[src/rtl/imm_ext_pipe.sv]
// imm_ext_pipe: registered immediate extender, 2-entry skid, valid/ready.
// Optional IMMX_OPDECODE_EN derives the extension mode from the opcode.
module imm_ext_pipe #(
    parameter int IN_W     = 16,
    parameter int OUT_W    = 32,
    parameter int BR_SHIFT = 2,
    parameter int TAG_W    = 5
) (
    input  logic             clk,
    input  logic             rst_n,
    input  logic             flush,
    input  logic             in_valid,
    output logic             in_ready,
    input  logic [IN_W-1:0]  in_imm,
    input  logic [1:0]       in_mode,
    input  logic [5:0]       in_op,
    input  logic [TAG_W-1:0] in_tag,
    output logic             out_valid,
    input  logic             out_ready,
    output logic [OUT_W-1:0] out_imm,
    output logic [TAG_W-1:0] out_tag
);

    localparam logic [1:0] MODE_SIGN = 2'b00;
    localparam logic [1:0] MODE_ZERO = 2'b01;
    localparam logic [1:0] MODE_LUI  = 2'b10;
    localparam logic [1:0] MODE_BR   = 2'b11;

    typedef enum logic [1:0] {
        ST_EMPTY = 2'd0,
        ST_ONE   = 2'd1,
        ST_FULL  = 2'd2
    } state_t;

    state_t state_q, state_d;

    logic [OUT_W-1:0] or_imm_q, or_imm_d;
    logic [TAG_W-1:0] or_tag_q, or_tag_d;
    logic [OUT_W-1:0] sk_imm_q, sk_imm_d;
    logic [TAG_W-1:0] sk_tag_q, sk_tag_d;

    logic [1:0]       mode;
    logic [OUT_W-1:0] sext;
    logic [OUT_W-1:0] zext;
    logic [OUT_W-1:0] ext_imm;
    logic             acc;
    logic             emit;

    // Both handshake outputs come straight from the state register.
    assign in_ready  = (state_q != ST_FULL);
    assign out_valid = (state_q != ST_EMPTY);
    assign out_imm   = or_imm_q;
    assign out_tag   = or_tag_q;

    assign acc  = in_valid & in_ready;
    assign emit = out_valid & out_ready;

`ifdef IMMX_OPDECODE_EN
    logic is_lui;
    logic is_br;
    logic is_logic;

    assign is_lui   = (in_op == 6'b001111);
    assign is_br    = (in_op == 6'b000100) | (in_op == 6'b000101);
    assign is_logic = (in_op[3:2] == 2'b11) & ~is_lui;

    // Opcode decode: lui overlaps the logical-op pattern, so it is excluded.
    always_comb begin
        mode = MODE_SIGN;
        unique case (1'b1)
            is_lui:   mode = MODE_LUI;
            is_br:    mode = MODE_BR;
            is_logic: mode = MODE_ZERO;
            default:  mode = MODE_SIGN;
        endcase
    end
`else
    logic unused_op;

    assign unused_op = ^in_op;
    assign mode      = in_mode;
`endif

    // Extension arithmetic; OUT_W==IN_W degenerates cleanly (no shift).
    always_comb begin
        sext    = OUT_W'($signed(in_imm));
        zext    = OUT_W'(in_imm);
        ext_imm = sext;
        unique case (mode)
            MODE_SIGN: ext_imm = sext;
            MODE_ZERO: ext_imm = zext;
            MODE_LUI:  ext_imm = zext << (OUT_W - IN_W);
            MODE_BR:   ext_imm = sext << BR_SHIFT;
            default:   ext_imm = sext;
        endcase
    end

    // Occupancy FSM: OR always holds the oldest entry, SK the younger one.
    always_comb begin
        state_d  = state_q;
        or_imm_d = or_imm_q;
        or_tag_d = or_tag_q;
        sk_imm_d = sk_imm_q;
        sk_tag_d = sk_tag_q;
        if (flush) begin
            state_d = ST_EMPTY;
        end else begin
            unique case (state_q)
                ST_EMPTY: begin
                    if (acc) begin
                        or_imm_d = ext_imm;
                        or_tag_d = in_tag;
                        state_d  = ST_ONE;
                    end
                end
                ST_ONE: begin
                    if (acc && emit) begin
                        or_imm_d = ext_imm;
                        or_tag_d = in_tag;
                    end else if (acc) begin
                        sk_imm_d = ext_imm;
                        sk_tag_d = in_tag;
                        state_d  = ST_FULL;
                    end else if (emit) begin
                        state_d  = ST_EMPTY;
                    end
                end
                ST_FULL: begin
                    if (emit) begin
                        or_imm_d = sk_imm_q;
                        or_tag_d = sk_tag_q;
                        state_d  = ST_ONE;
                    end
                end
                default: state_d = ST_EMPTY;
            endcase
        end
    end

    // State and data registers, cleared by asynchronous reset.
    always_ff @(posedge clk or negedge rst_n) begin
        if (!rst_n) begin
            state_q  <= ST_EMPTY;
            or_imm_q <= '0;
            or_tag_q <= '0;
            sk_imm_q <= '0;
            sk_tag_q <= '0;
        end else begin
            state_q  <= state_d;
            or_imm_q <= or_imm_d;
            or_tag_q <= or_tag_d;
            sk_imm_q <= sk_imm_d;
            sk_tag_q <= sk_tag_d;
        end
    end

endmodule

[config.mk]
export PLATFORM = sky130hd
export DESIGN_NAME = imm_ext_pipe
export DESIGN_NICKNAME = d
export VERILOG_FILES = /design/src/rtl/imm_ext_pipe.sv
export SDC_FILE = /design/constraint.sdc
export NUM_CORES = 1
export LEC_CHECK = 0
export BUFFER_PORTS_ARGS = -buffer_cell sky130_fd_sc_hd__buf_4
export CAP_MARGIN = 5
export CORE_MARGIN = 3
export CORE_UTILIZATION = 30
export DETAILED_ROUTE_END_ITERATION = 10
export GPL_TIMING_DRIVEN = 0
export SYNTH_ARGS = -nofsm -noshare
export SYNTH_HDL_FRONTEND = slang
export SYNTH_SLANG_ARGS = --single-unit
[constraint.sdc]
create_clock -name clk -period 4.4 [get_ports clk]
set_input_delay 0.88 -clock clk [delete_from_list [all_inputs] [get_ports clk]]
set_output_delay 0.88 -clock clk [all_outputs]
set_load 0.005 [all_outputs]
==> metrics.txt, run 1 <==
Final Wtd Congestion=0.801; Peak Freq=380 MHz; CP startpoint kind=flop; vias per std cell=4.81; CTS H-tree lvls=3; ANT nets after route=0; nets=494; area of the multi-input gates=1610 um^2; postcts setup bufs=0; post-route cell area=4660 um^2; CTS tree=done; Hold Fails Final Rpt=0; Pwr Density=462 nW/um^2; setup ws final=1.77 ns; FP Rows=39; WL/cell=15.1 um; crit share post-route=0.598; max cap viols=0; clock skew=0.00770 ns; PortBufs=65; # DRC=0; final setup vio count=0; Worst Path Required=3.52 ns; Skew-Pair Late Insertion Delay=0.34 ns; clock-pin transition on the worst setup and hold timing paths=0.06 ns; DR vias=2922; Worst Max-Slew Pin Slew=0.962 ns; I/O pins=73; layout cells sized above 1=0.256; Num Clock Sinks=76; Crit path arrival time=1.75 ns; outcome=complete, no violations; # hold bufs at CTS=0; yosys warns=0; P&R area growth vs syn=27.0%; total gr overflow=0; Seq/Total Area, Yosys=0.518; DP Area=4340 um^2; largest net degree at the start of global routing=77; dpl hpwl=6830 um; CTS resizes=0; Total Negative Setup Slacks=0 ns; Post-Route WL=9170 um; Placeable Area=11700 um^2; Starting Density=0.315; DIE AREA=13600 um^2; Yosys reg bits=76; pre-CTS setup slack=1.80 ns; Worst Path Max Fanout=10; Total GRT Usage=0.140; Synth Cell Area=3670 um^2; TritonRoute pass-1 iters=5; synthesized area per cell=9.55 um^2; Die H=117 um; Setup crit end kind=primary output; Slew HR=0.359; RSZ-0062 raised after global routing=false; HP Class=reg2reg; Layout Cells excl Fill=607; worst vdd ir=0.197 mV; Mapped Cells=384; leakage power=2.13 nW; n_diodes=0; CP Class=reg2out; placed insts=592; Unique masters post-synth=29; Synthesized Nets=418; vias in the first global route=2971; Clock Path Buffers=2; Root Driver=clkbuf_16; Final Max Tran Viols=0; chip width=117 um; Fillers=1129; TritonCTS Buffers=9; crit path time final=2.63 ns; first-pass GRT wire length=14800 um; initial detailed-routing violation count=124; FF+latch area=1900 um^2; initial antenna violation count=0
through the flow:
step | hold slack (ns) | util | power [mW]
6_report | 0.475 | 0.400 | 2.15
5_1_grt | 0.504 | 0.400 | 2.28
4_1_cts | 0.481 | 0.400 | 2.18
3_5_place_dp | 0.466 | 0.372 | 1.38
3_3_place_gp | 0.458 | 0.372 | 1.35
2_1_floorplan | 0.446 | - | 1.16
layer usage:
metal,track usage,up-vias,share of wire
met3,0.0332,4,0.052
met2,0.238,55,0.52
met4,0.0535,0,0.0070
met1,0.173,1418,0.42
met5,0,-,0
li1,-,1445,-
cell families after synthesis:
group	after synthesis	synth area share
simple gates	143	0.177
compound gates	95	0.143
flops	76	0.518
mux	39	0.119
buf+inv	31	0.0430
worst paths after layout:
| check | startpoint | end | slack [ns] | depth (start not counted) |
|---|---|---|---|---|
| setup / recovery | state_q[1]$_DFFE_PN0P_ | in_ready | 1.77 | 4 |
| hold reg to reg | sk_tag_q[1]$_DFFE_PN0P_ | sk_tag_q[1]$_DFFE_PN0P_ | 0.48 | 2 |
| min in group asynchronous | rst_n | out_tag[3]$_DFFE_PN0P_ | 0.69 | 1 |
| max in group asynchronous | rst_n | out_imm[8]$_DFFE_PN0P_ | 3.08 | 1 |
| setup reg to reg | state_q[1]$_DFFE_PN0P_ | out_imm[29]$_DFFE_PN0P_ | 2.45 | 6 |
| hold / removal | sk_tag_q[1]$_DFFE_PN0P_ | sk_tag_q[1]$_DFFE_PN0P_ | 0.48 | 2 |
cell usage after synthesis:
library cell,number,area [um^2]
buf_6,3,33.8
inv_2,1,3.75
nor2b_1,28,175
nand2_1,68,255
inv_1,1,3.75
a21oi_1,23,115
mux2_1,20,225
o21bai_1,1,7.51
clkbuf_1,18,67.6
buf_1,1,3.75
dfrtp_1,76,1900
or3b_2,1,8.76
buf_8,1,15.0
mux2_2,18,203
o21ai_0,49,245
a31oi_1,15,93.8
a21oi_2,7,61.3
nand3_1,1,5.00
and2_1,2,12.5
or2_2,1,6.26
and2b_1,2,15.0
nor2_1,34,128
and2_0,1,6.26
and3_1,1,6.26
nand2b_1,2,12.5
mux2i_1,1,10.0
and2_4,1,8.76
or3b_1,1,8.76
buf_2,6,30.0
cell usage in the layout, fill, tap and decap left out, drive strengths merged, types with 4 or more instances in the layout:
master	count
mux2	38
clkbuf	29
nor2	34
buf	76
a21oi	30
a31oi	15
and2	4
nor2b	28
nand2	68
o21ai	49
dfrtp	76
critical path: stages (launching register included):
cell      delay [ns]
dfrtp_1         0.42
nor2b_1         0.40
inv_2           0.10
clkbuf_1        0.27
buf_4           0.22
area by class of cell:
class,count,area share
inverter,2,0.00161
timing repair buffer,65,0.105
clock buffer,11,0.0542
multi-input combinational,277,0.345
buffer,29,0.0322
tap,143,0.0384
clock inverter,4,0.0156
sequential,76,0.408
sequential cells by signal, summed over array words and instances (netlist names):
name and count:
sk_tag_q 5, sk_imm_q 32, out_tag 5, out_imm 32, state_q 2
power by group:
part | switching [mW] | internal [mW]
Sequential | 0.0854 | 0.861
Clock | 0.277 | 0.523
Combinational | 0.181 | 0.227
(Power assumes the default switching activity.)
==> run 2, diff against run 1 <==
==> constraint.sdc (replaced) <==
create_clock -name clk -period 2.3 [get_ports clk]
set_input_delay 0.46 -clock clk [delete_from_list [all_inputs] [get_ports clk]]
set_output_delay 0.46 -clock clk [all_outputs]
set_load 0.005 [all_outputs]
==> run 2 against run 1 <==
Net effect: utilization is essentially flat; critical path type unchanged; clock skew about the same; highest routed layer unchanged; clock power grew 91%; register-to-register slack got worse by 2.1 ns; largest power group unchanged.
==> metrics.txt, run 2 (synthesis results as in run 1) <==
# DRC=0; met2 WL=4730 um; clock-pin transition on the worst setup and hold timing paths=0.06 ns; Setup crit end kind=primary output; commonest non-fill, non-tap cell in the layout=dfrtp_1; chip width=117 um; outcome=complete, no violations; post-route cell area=4660 um^2; Worst Path Max Fanout=10; n_diodes=0; total gr overflow=0; Bufs and invs on worst path=3; Crit path arrival time=1.69 ns; clock skew=0.00765 ns; Final Max Tran Viols=0; final setup vio count=0; vias per std cell=4.81; CP top delay family=buffers and inverters; Hold Fails Final Rpt=0; WL/cell=15.1 um; TritonRoute pass-1 iters=4; Tot Pwr=4.12 mW; HP Class=in2async; met3 WL=449 um; highest metal used=met4; TritonCTS Buffers=9; largest net degree at the start of global routing=77; CTS H-tree lvls=3; DP Area=4340 um^2; Slew HR=0.359; I/O pins=73; R2R Setup Slk=0.36 ns; worst vdd ir=0.377 mV; initial detailed-routing violation count=123; wire length on met1=3930 um; Hold Slack=0.267 ns; CP Class=reg2out; nets=494; most frequent cells in the layout=dfrtp_1 (76), nand2_1 (68), buf_4 (65); Post-Route WL=9170 um; initial antenna violation count=0; Pwr Density=884 nW/um^2; ANT nets after route=0; PortBufs=65; CP Cell Sequence=nor2b_2 > inv_2 > clkbuf_1 > buf_4; max cap viols=0; DR vias=2917; postcts setup bufs=0; Peak Freq=466 MHz; slowest CP cell=dfrtp_1; Total GRT Usage=0.140; Worst Path Required=1.84 ns; Num Clock Sinks=76; layout cells sized above 1=0.259; leakage power=2.13 nW; Starting Density=0.315; Die H=117 um; Clock Path Buffers=2; Root Driver=clkbuf_16; first-pass GRT wire length=14800 um; crit share post-route=0.934; DIE AREA=13600 um^2; dpl hpwl=6830 um; P&R area growth vs syn=27.1%; # hold bufs at CTS=0; Total Negative Setup Slacks=0 ns; CTS tree=done; Worst Max-Slew Pin Slew=0.962 ns; Placeable Area=11700 um^2; vias in the first global route=2971; CP startpoint kind=flop; RSZ-0062 raised after global routing=false; Crit path largest cell delay=0.43 ns; crit path time final=2.15 ns; Skew-Pair Late Insertion Delay=0.34 ns; Final Wtd Congestion=0.801; FP Rows=39
==> run 2: cell count changes in the layout (fill, tap and decap cells not counted) <==
| cell | change |
|---|---|
| nor2b_1 | -1 |
| nor2b_2 | +1 |
==> run 2: cell type report <==
type / count / area [um^2]
Multi-Input combinational cell: 277 / 1610
Buffer: 29 / 150
Sequential cell: 76 / 1900
Tap cell: 143 / 179
Clock inverter: 4 / 72.6
Inverter: 2 / 7.51
Clock buffer: 11 / 253
Fill cell: 1129 / 7000
Timing Repair Buffer: 65 / 488
==> run 2: through the flow <==
step	utilization	cells	worst slack, ns
floorplan	-	384	0.566
global placement	0.372	592	0.207
detailed placement	0.372	592	0.117
CTS	0.400	607	0.0508
global route	0.400	607	0.0254
finish	0.400	607	0.153
==> run 2: routing by layer <==
layer	global-route usage	vias to the layer above
met5	0	-
met4	0.0535	0
met3	0.0332	4
met2	0.238	52
met1	0.173	1416
li1	-	1445
==> run 2: worst paths after layout <==
check,endpoint,start,cells after the start
max reg2reg,out_imm[29]$_DFFE_PN0P_,state_q[1]$_DFFE_PN0P_,6
min in group clk,state_q[0]$_DFFE_PN0P_,flush,2
min reg2reg,sk_tag_q[1]$_DFFE_PN0P_,sk_tag_q[1]$_DFFE_PN0P_,2
min,out_tag[3]$_DFFE_PN0P_,rst_n,1
max,in_ready,state_q[1]$_DFFE_PN0P_,4
max in group asynchronous,out_imm[8]$_DFFE_PN0P_,rst_n,1
==> run 2: power breakdown <==
part           switching [mW]  total [mW]  internal (mW)
Combinational           0.345       0.780          0.435
Clock                   0.530        1.53           1.00
Sequential              0.164        1.81           1.65
==> run 2: repair_timing <==
item,in CTS,in global routing
gates resized for setup,0,1
setup endpoints to repair,0,1
hold endpoints to repair,0,0
==> run 3, diff against run 2 <==
==> constraint.sdc (replaced) <==
create_clock -name clk -period 2 [get_ports clk]
set_input_delay 0.4 -clock clk [delete_from_list [all_inputs] [get_ports clk]]
set_output_delay 0.4 -clock clk [all_outputs]
set_load 0.005 [all_outputs]
==> run 3 against run 2 <==
Net effect: clock skew about the same; wire length shrank 0.24%; critical path depth rose by 2; flip-flop and latch count is the same; die area unchanged; setup slack improved by 0.0098 ns; final area grew 0.19%; worst hold slack lost 0.059 ns; via count fell by 0.27%; utilization rose by 0.075 points; clock power up 14%; cell count shrank 0.16%.
==> metrics.txt, run 3 (synthesis results as in run 1) <==
Final Wtd Congestion=0.801; Die H=117 um; combinational fraction of design power=0.190; Switching Share=0.251; Layout Cells excl Fill=606; total gr overflow=0; clock power share=0.370; CTS tree=done; leakage power=2.14 nW; final setup vio count=0; Slew HR=0.364; Post-Route WL=9150 um; Tot Pwr=4.74 mW; Pint=3.55 mW; chip width=117 um; Starting Density=0.315; slowest CP cell=dfrtp_1; initial detailed-routing violation count=142; pre-CTS setup slack=-0.123 ns; setup ws final=0.163 ns; most frequent cells in the layout=dfrtp_1 (76), nand2_1 (68), buf_4 (66); PortBufs=65; clock-pin transition on the worst setup and hold timing paths=0.06 ns; commonest non-fill, non-tap cell in the layout=dfrtp_1; CP Cell Sequence=nor2b_2 > inv_2 > clkbuf_1 > nor2_1 > a21oi_1 > mux2_1; Fillers=1128; largest net degree at the start of global routing=77; HP Class=in2async; area of the multi-input gates=1610 um^2; worst vdd ir=0.432 mV; Root Driver=clkbuf_16; DIE AREA=13600 um^2; first-pass GRT wire length=14800 um; CTS H-tree lvls=3; Bufs and invs on worst path=2; TritonRoute pass-1 iters=4; FP Rows=39; GRT met2 Usage=0.238; Sw Pwr=1.19 mW; met1 Track Usage GR=0.173; CP startpoint kind=flop; WL/cell=15.1 um; RSZ-0062 raised after global routing=false; Placeable Area=11700 um^2; Crit path largest cell delay=0.42 ns; outcome=complete, no violations; post-route cell area=4670 um^2; I/O pins=73; ANT nets after route=0; n_diodes=0; Peak Freq=544 MHz; dpl hpwl=6830 um; P&R area growth vs syn=27.4%; Num Clock Sinks=76; Hold Fails Final Rpt=0; vias in the first global route=2969; Worst Max-Slew Pin Slew=0.954 ns; DP Area=4340 um^2; Final Max Tran Viols=0; reg2reg path depth=6; Skew-Pair Late Insertion Delay=0.33 ns; clock skew=0.00733 ns; FF+latch area=1900 um^2; Hold Slack=0.207 ns; # DRC=0; DR vias=2909; TritonCTS Buffers=9; Crit path arrival time=2.05 ns; placed insts=592; vias per std cell=4.80; GR peak layer=met2; initial antenna violation count=0; Total Negative Setup Slacks=0 ns; sequential share of power=0.440; CP Class=reg2reg; Setup crit end kind=flop; Pwr Density=1010 nW/um^2; crit path time final=1.84 ns; Worst Path Max Fanout=13; Layout Utilization=0.401; Clock Path Buffers=2; Worst Path Required=2.21 ns; WP depth=6; M3 GR Usage=0.0332; nets=493; CP top delay family=buffers and inverters; Total GRT Usage=0.140; max cap viols=0; # hold bufs at CTS=0; crit share post-route=0.919; layout cells sized above 1=0.263
==> run 3: cell count changes in the layout (fill, tap and decap cells not counted) <==
cell,before,now
buf_4,65,66
clkbuf_4,0,3
clkbuf_2,0,2
clkbuf_1,18,15
buf_2,6,2
==> run 3: per-layer routing <==
metal	routed length, um	up-vias
met5	0	-
met4	64	0
met3	416	4
met2	4700	50
met1	3970	1414
li1	-	1441
==> run 3: cell type report <==
class | count | area share
inverters | 2 | 0.00161
flip-flops and latches | 76 | 0.407
plain buffers | 28 | 0.0340
repair buffers | 65 | 0.104
well taps | 143 | 0.0383
clock inverters | 4 | 0.0155
clock buffers | 11 | 0.0541
multi-input cells | 277 | 0.345
==> run 3: final timing paths <==
kind                                         startpoint                      end  slack, ns
min in group clk                                  flush   state_q[0]$_DFFE_PN0P_       0.24
worst min-delay path                              rst_n   out_tag[3]$_DFFE_PN0P_       0.21
worst max-delay path             state_q[1]$_DFFE_PN0P_  out_imm[21]$_DFFE_PN0P_       0.16
max in group asynchronous                         rst_n  sk_imm_q[0]$_DFFE_PN0P_       1.16
worst max register to register   state_q[1]$_DFFE_PN0P_  out_imm[21]$_DFFE_PN0P_       0.16
worst min register to register  sk_tag_q[1]$_DFFE_PN0P_  sk_tag_q[1]$_DFFE_PN0P_       0.48
==> run 3: repair_timing <==
item	4_1_cts	5_1_grt
buffers inserted	0	0
gates resized for setup	2	7
cloned	0	0
endpoints found under the setup margin	2	42
==> run 3: worst register-to-register path: cells and delay by family, from the launching register on <==
kind | cells | cell delay (ns)
buffers and inverters | 2 | 0.46
and+or+nand+nor | 2 | 0.46
DFF | 1 | 0.42
muxes | 1 | 0.29
AOI/OAI and AO/OA | 1 | 0.07
==> run 3: power groups by stage <==
stage | clock network [mW] | registers [mW] | logic, mW
final | 1.75 | 2.08 | 0.901
after global routing | 1.86 | 2.13 | 1.02
after CTS | 1.79 | 2.09 | 0.922
after detailed placement | 0 | 2.11 | 0.915
after global placement | 0 | 2.09 | 0.889
after floorplan | 0 | 2.08 | 0.458
